`src/rtl/entradas_pkg.sv`:
```
// entradas_pkg: capture FSM state type and default sizing for switch_operand_capture
package entradas_pkg;
  typedef enum logic {
    IDLE = 1'b0,
    HOLD = 1'b1
  } state_t;
  localparam int DEF_WIDTH     = 8;
  localparam int DEF_N_OPS     = 2;
  localparam int DEF_DB_CYCLES = 4;
endpackage

```
`src/rtl/sync_debounce.sv`:
```
// sync_debounce: 2-flop synchronizer feeding a whole-vector stable-count debouncer
module sync_debounce #(
  parameter int W         = 1,
  parameter int DB_CYCLES = 4
) (
  input  logic         clk,
  input  logic         rst,
  input  logic [W-1:0] i_raw,
  output logic [W-1:0] o_db,
  output logic         o_changed
);
  localparam int CW = (DB_CYCLES > 1) ? $clog2(DB_CYCLES) : 1;
  localparam logic [CW-1:0] LAST = CW'(DB_CYCLES - 1);
  logic [W-1:0]  r_s1, r_s2, r_prev, r_db;
  logic [CW-1:0] r_cnt, w_run;
  logic          r_changed, w_load;
  // w_run is the stable-run index including this cycle; a fresh value starts at 0
  always_comb begin
    w_run  = (r_s2 != r_prev) ? '0 : r_cnt + 1'b1;
    w_load = (r_s2 != r_db) && (w_run == LAST);
  end
  always_ff @(posedge clk or posedge rst)
    if (rst) begin
      r_s1      <= '0;
      r_s2      <= '0;
      r_prev    <= '0;
      r_db      <= '0;
      r_cnt     <= '0;
      r_changed <= 1'b0;
    end else begin
      r_s1      <= i_raw;
      r_s2      <= r_s1;
      r_prev    <= r_s2;
      r_cnt     <= (r_s2 == r_db || w_load) ? '0 : w_run;
      r_db      <= w_load ? r_s2 : r_db;
      r_changed <= w_load;
    end
  assign o_db      = r_db;
  assign o_changed = r_changed;
endmodule

```
`src/rtl/switch_operand_capture.sv`:
```
// switch_operand_capture: latches the debounced switch bank as packed operands on each debounced button press
module switch_operand_capture
  import entradas_pkg::*;
#(
  parameter int WIDTH     = DEF_WIDTH,
  parameter int N_OPS     = DEF_N_OPS,
  parameter int DB_CYCLES = DEF_DB_CYCLES
) (
  input  logic                   clk,
  input  logic                   rst,
  input  logic [N_OPS*WIDTH-1:0] sw,
  input  logic                   load_btn,
  output logic [N_OPS*WIDTH-1:0] ops,
  output logic                   out_valid,
  input  logic                   out_ready,
  output logic                   sw_changed,
  output logic                   overrun
);
  localparam int SW = N_OPS * WIDTH;
  logic [SW-1:0] w_sw_db, r_ops;
  logic          w_btn_db, w_btn_chg, w_req, r_overrun;
  state_t        r_state;
  sync_debounce #(.W(SW), .DB_CYCLES(DB_CYCLES)) u_sw (
    .clk      (clk),
    .rst      (rst),
    .i_raw    (sw),
    .o_db     (w_sw_db),
    .o_changed(sw_changed)
  );
  sync_debounce #(.W(1), .DB_CYCLES(DB_CYCLES)) u_btn (
    .clk      (clk),
    .rst      (rst),
    .i_raw    (load_btn),
    .o_db     (w_btn_db),
    .o_changed(w_btn_chg)
  );
  // both terms are registered, so the request is a clean one-cycle pulse on a debounced rise
  assign w_req = w_btn_chg & w_btn_db;
  always_ff @(posedge clk or posedge rst)
    if (rst) begin
      r_state   <= IDLE;
      r_ops     <= '0;
      r_overrun <= 1'b0;
    end else if (r_state == IDLE) begin
      r_ops   <= w_req ? w_sw_db : r_ops;
      r_state <= w_req ? HOLD : IDLE;
    end else begin
      r_overrun <= r_overrun | w_req;
      r_state   <= out_ready ? IDLE : HOLD;
    end
  assign ops       = r_ops;
  assign out_valid = (r_state == HOLD);
  assign overrun   = r_overrun;
endmodule

```
`config.mk`:
```
export PLATFORM = sky130hd
export DESIGN_NAME = switch_operand_capture
export DESIGN_NICKNAME = d
export VERILOG_FILES = /design/src/rtl/entradas_pkg.sv /design/src/rtl/sync_debounce.sv /design/src/rtl/switch_operand_capture.sv
export SDC_FILE = /design/constraint.sdc
export NUM_CORES = 1
export LEC_CHECK = 0
export ABC_AREA = 1
export CAP_MARGIN = 30
export CORE_ASPECT_RATIO = 1.75
export CORE_UTILIZATION = 55
export DETAILED_ROUTE_END_ITERATION = 10
export PLACE_DENSITY = 0.8
export REMOVE_ABC_BUFFERS = 1
export SLEW_MARGIN = 20
export SYNTH_ARGS = -nofsm -noshare
export SYNTH_HDL_FRONTEND = slang
export SYNTH_SLANG_ARGS = --single-unit
export TNS_END_PERCENT = 30
```
`constraint.sdc`:
```
create_clock -name clk -period 4.2 [get_ports clk]
set_clock_uncertainty 0.05 [all_clocks]
set_input_delay 1.26 -clock clk [delete_from_list [all_inputs] [get_ports clk]]
set_output_delay 1.26 -clock clk [all_outputs]
set_load 0.05 [all_outputs]
```
Word level (Yosys, flattened, before mapping). Index checks and enable logic that the tools add are counted. Widths: inputs -> output; s select.

Multiplexer cells: 7. Reductions and logical operators: 5. Equality and inequality tests: 8. Bitwise operators: 3. $add $sub $neg: 2.

Operator list (number): $ne 16x16->1 (2); $eq 16x16->1 (1); $mux 2 (4); $add 2x1->2 const B (2); $eq 2x2->1 const B (2); $mux 1 (3); $logic_and 1x1->1 (2); $logic_or 1x1->1 (2); $ne 1x1->1 (2); $reduce_and 2->1 (1); $and 1x1->1 (1); $eq 1x1->1 (1); $not 1->1 (1); $or 1x1->1 (1).

Output and inout port bits: 19. Flip-flop bits (word level): 92.

Logic depth before layout (Yosys ltp).
Depth after elaboration: 6. Mapped depth: 12.

Hierarchy. From an unflattened synthesis, not the netlist that was laid out.

Cell total of the unflattened synthesis: 399. Area, all modules: 3656.0 um^2.

By module, submodules not included: sync_debounce (u_sw) (cells each 295, seq. area each 1676.6 um^2, area each 2630.0 um^2, times used 1); switch_operand_capture (cells each 78, seq. area each 450.4 um^2, area each 773.2 um^2, times used 1); sync_debounce (u_btn) (cells each 26, seq. area each 175.2 um^2, area each 252.7 um^2, times used 1).

Worst setup path before layout. Ideal clock, no wire load.

Kind: register to output. From: register r_state, in the netlist out_valid. To: output port out_valid. Required time: 2.890 ns. Cell stages (with the launch flop): 1. Data arrival time: 0.615 ns. Setup slack: 2.275 ns. Buffers on the path: 0. Cells stage by stage: dfrtp_1.

RTL lines: start, declared (RTL line switch_operand_capture.sv:22) `state_t r_state;`; start signal, assigned (RTL line switch_operand_capture.sv:46) `r_state <= w_req ? HOLD : IDLE;`; start signal, assigned (RTL line switch_operand_capture.sv:49) `r_state <= out_ready ? IDLE : HOLD;`; end, declared (RTL line switch_operand_capture.sv:14) `output logic out_valid,`.

No word-level cell between the ends.

Final worst setup path.
From: register r_state, in the netlist out_valid. To: output port out_valid.

No word-level cell between the ends.

==> summary.txt <==
Status
  – Status: complete, no violations

Clocking
  – Post_cts resized: 0
  – Htree depth: 3
  – CTS Hold Buffers Added: 0
  – Reg clk slew, reported paths: 0.08 ns
  – Post-CTS setup buffer count: 0
  – Clk sinks: 92
  – Clk root buf: clkbuf_8
  – CTS Buf Count: 9
  – CTS tree: yes
  – Worst-Skew Late Latency: 0.35 ns
  – Clock buffer depth: 2

Critical path
  – Worst EP required: 2.89 ns
  – CP arrival: 1.52 ns
  – Buf+Inv Stages, Crit Path: 1
  – Crit-path max FO: 3
  – Worst path slowest cell: clkdlybuf4s50_1
  – Worst r2r src: u_sw.r_s2[7]
  – Critical path depth: 1
  – Delay-heaviest family, CP: buffers and inverters
  – Critical path class: reg2out
  – Worst path cell trace: clkdlybuf4s50_1
  – Startpoint class of the critical path: flop
  – Worst Setup SP: out_valid
  – CP Capture Type: output port
  – Crit-path max cell delay: 0.80 ns
  – Worst r2r path cells: 10

Synth
  – Most used DFF post-synth: dfrtp_1
  – Multiplexer share of the synthesized area: 0.641%
  – Register area share after synthesis: 65.5%
  – Post-synth EDFFs: 0
  – Share of the synthesized area in the top cell type: 65.5%
  – #FFs+latches synth: 92
  – Avg Inst Size Synth: 9.58 sq um
  – Synth warnings: 0
  – Cell area after synthesis: 3510 sq um
  – Compound-Gate Fraction of Synth Area: 4.81%
  – Post-synthesis xor/xnor area fraction: 0.997%
  – Count of different cell masters after synthesis: 25
  – Largest family of logic cells by synthesized area: simple AND/OR/NAND/NOR gates
  – Count leader, synth: nand2_1
  – Post-synth top area cell: dfrtp_1
  – Fraction of registers with async set/reset: 100%
  – Top cells by area, synth: dfrtp_1, nand2_1, inv_1
  – Commonest cells in the netlist: nand2_1, dfrtp_1, inv_1, o21ai_0, nor2_1
  – Adder-Cell Fraction of Synth Area: 0%
  – Synth Area in Simple Gates: 21.5%
  – Post-Synthesis Cells: 367

Timing
  – Worst Tran Pin Value: 0.817 ns
  – Fin crit share: 67.4%
  – Tmin final: 2.83 ns
  – RSZ-0062 raised after global routing: false
  – Setup_tns: 0 ns
  – Slew headroom: 45.5%
  – Final Hold Vio Count: 0
  – Finish-stage setup viols: 0
  – Final slew viol count: 0
  – Final WS setup: 1.37 ns
  – Fmax achieved: 0.353 GHz

Global routing
  – Pin count of the biggest net entering global routing: 49
  – Vias in the first global route: 2264
  – Tot GR Track Use: 19.1%
  – Gr ovfl total: 0
  – Initial antenna violation count: 0
  – Wire length of the first global-routing pass: 9630 um

Hold path
  – Hold path depth: 0
  – Hold_sp: u_sw.r_s1[12]
  – Hold/Removal Path Class: reg2reg

Routing
  – Routed Antenna Nets: 0
  – DR vias/cell: 4.75
  – # DRC: 0
  – Starting DRT DRC Count: 91
  – Drt wl/cell: 11.3 um
  – Routed via count: 2359
  – Final WL: 5600 um
  – TritonRoute pass-1 iters: 4

Cells and area
  – Layout cells sized above 1: 9.83%
  – Fin nets: 432
  – Fillers: 485
  – Diode count: 0
  – P&R area growth vs syn: 18.1%
  – Post-route cell area: 4150 sq um
  – Finished Core Util: 67.1%

Die
  – Core ar.: 6180 sq um
  – Initial Utilization: 56.9%
  – Die H: 108 um
  – Boundary Pins: 39
  – Num rows: 38
  – Area of the die: 6730 sq um
  – Die Wd: 62.4 um

Placed design
  – Placed Area: 3980 sq um
  – PortBufs: 38
  – Routability cong.: 0.775
  – Pre-CTS setup slack: 1.67 ns
  – HPWL after detailed placement: 3910 um

Power and ir drop
  – Pleak: 2.11 nW
  – Max VDD drop: 0.305 mV
  – Pwr dens: 373 nW/um^2

Job
  – Max_cap viols: 0
## report_power, final
| part | total [mW] | internal [mW] | switching [mW] |
|---|---|---|---|
| Sequential | 0.946 | 0.919 | 0.0264 |
| Combinational | 0.0997 | 0.0463 | 0.0534 |
| Clock | 0.502 | 0.213 | 0.289 |
## metal layers
| layer | vias to the layer above | global-route usage (%) | part of all wire (%) |
|---|---|---|---|
| li1 | 1190 | - | - |
| met1 | 1118 | 21.3 | 42 |
| met2 | 38 | 33.2 | 53 |
| met3 | 13 | 4.98 | 3.1 |
| met4 | 0 | 9.97 | 2.7 |
| met5 | - | 0 | 0 |
## final timing paths
| path | to | slack (ns) |
|---|---|---|
| min | u_sw.r_s2[12] | 0.30 |
| min in group asynchronous | u_sw.r_s1[1] | 1.31 |
| max | out_valid | 1.37 |
| max in group asynchronous | ops[12] | 2.10 |
| max reg2reg | u_sw.o_db[9] | 2.37 |
| min reg2reg | u_sw.r_s2[12] | 0.30 |
## placed cells by master (no fill, tap or decap), types with 2 or more instances in the layout
| cell type | n |
|---|---|
| clkinv_2 | 3 |
| dfrtp_1 | 92 |
| clkbuf_8 | 9 |
| nor2_2 | 3 |
| o21ai_0 | 26 |
| xor2_1 | 3 |
| clkdlybuf4s50_1 | 38 |
| nand3_1 | 2 |
| nand2_2 | 4 |
| inv_1 | 42 |
| nor2_1 | 19 |
| o21ai_1 | 6 |
| clkinvlp_4 | 3 |
| nand2_1 | 144 |
| nor2_4 | 2 |
| mux2_2 | 2 |
| inv_2 | 7 |
## cell families (layout without fill, tap and decap cells)
kind of cell,after synthesis,count (layout)
flops,92,92
simple gates,180,180
mux,2,2
xor+xnor,4,4
compound gates,33,33
buf+inv,56,106
## stage by stage
stage / power [mW] / std cells / hold slack, ns
4_1_cts: 1.57 / 497 / 0.305
3_3_place_gp: 1.06 / 481 / 0.281
2_1_floorplan: 1.02 / 361 / 0.281
3_5_place_dp: 1.07 / 481 / 0.285
6_report: 1.55 / 497 / 0.304
5_1_grt: 1.62 / 497 / 0.307
## registers in the layout, indices dropped and copies added, names as in the netlist, 2 cells and up
name	flops
u_sw.r_s2	16
u_sw.o_db	16
u_sw.r_cnt	2
u_sw.r_prev	16
ops	16
u_sw.r_s1	16
u_btn.r_cnt	2
## area by class of cell
cell class                 count  area [sq um]  area share (%)
inverter                      50           189            4.55
clock buffer                  10           128            3.08
multi-input combinational    219           982            23.7
clock inverter                 6          41.3           0.995
sequential                    92          2300            55.5
tap                           80           100            2.41
timing repair buffer          40           408            9.83
(Power assumes the default switching activity.)
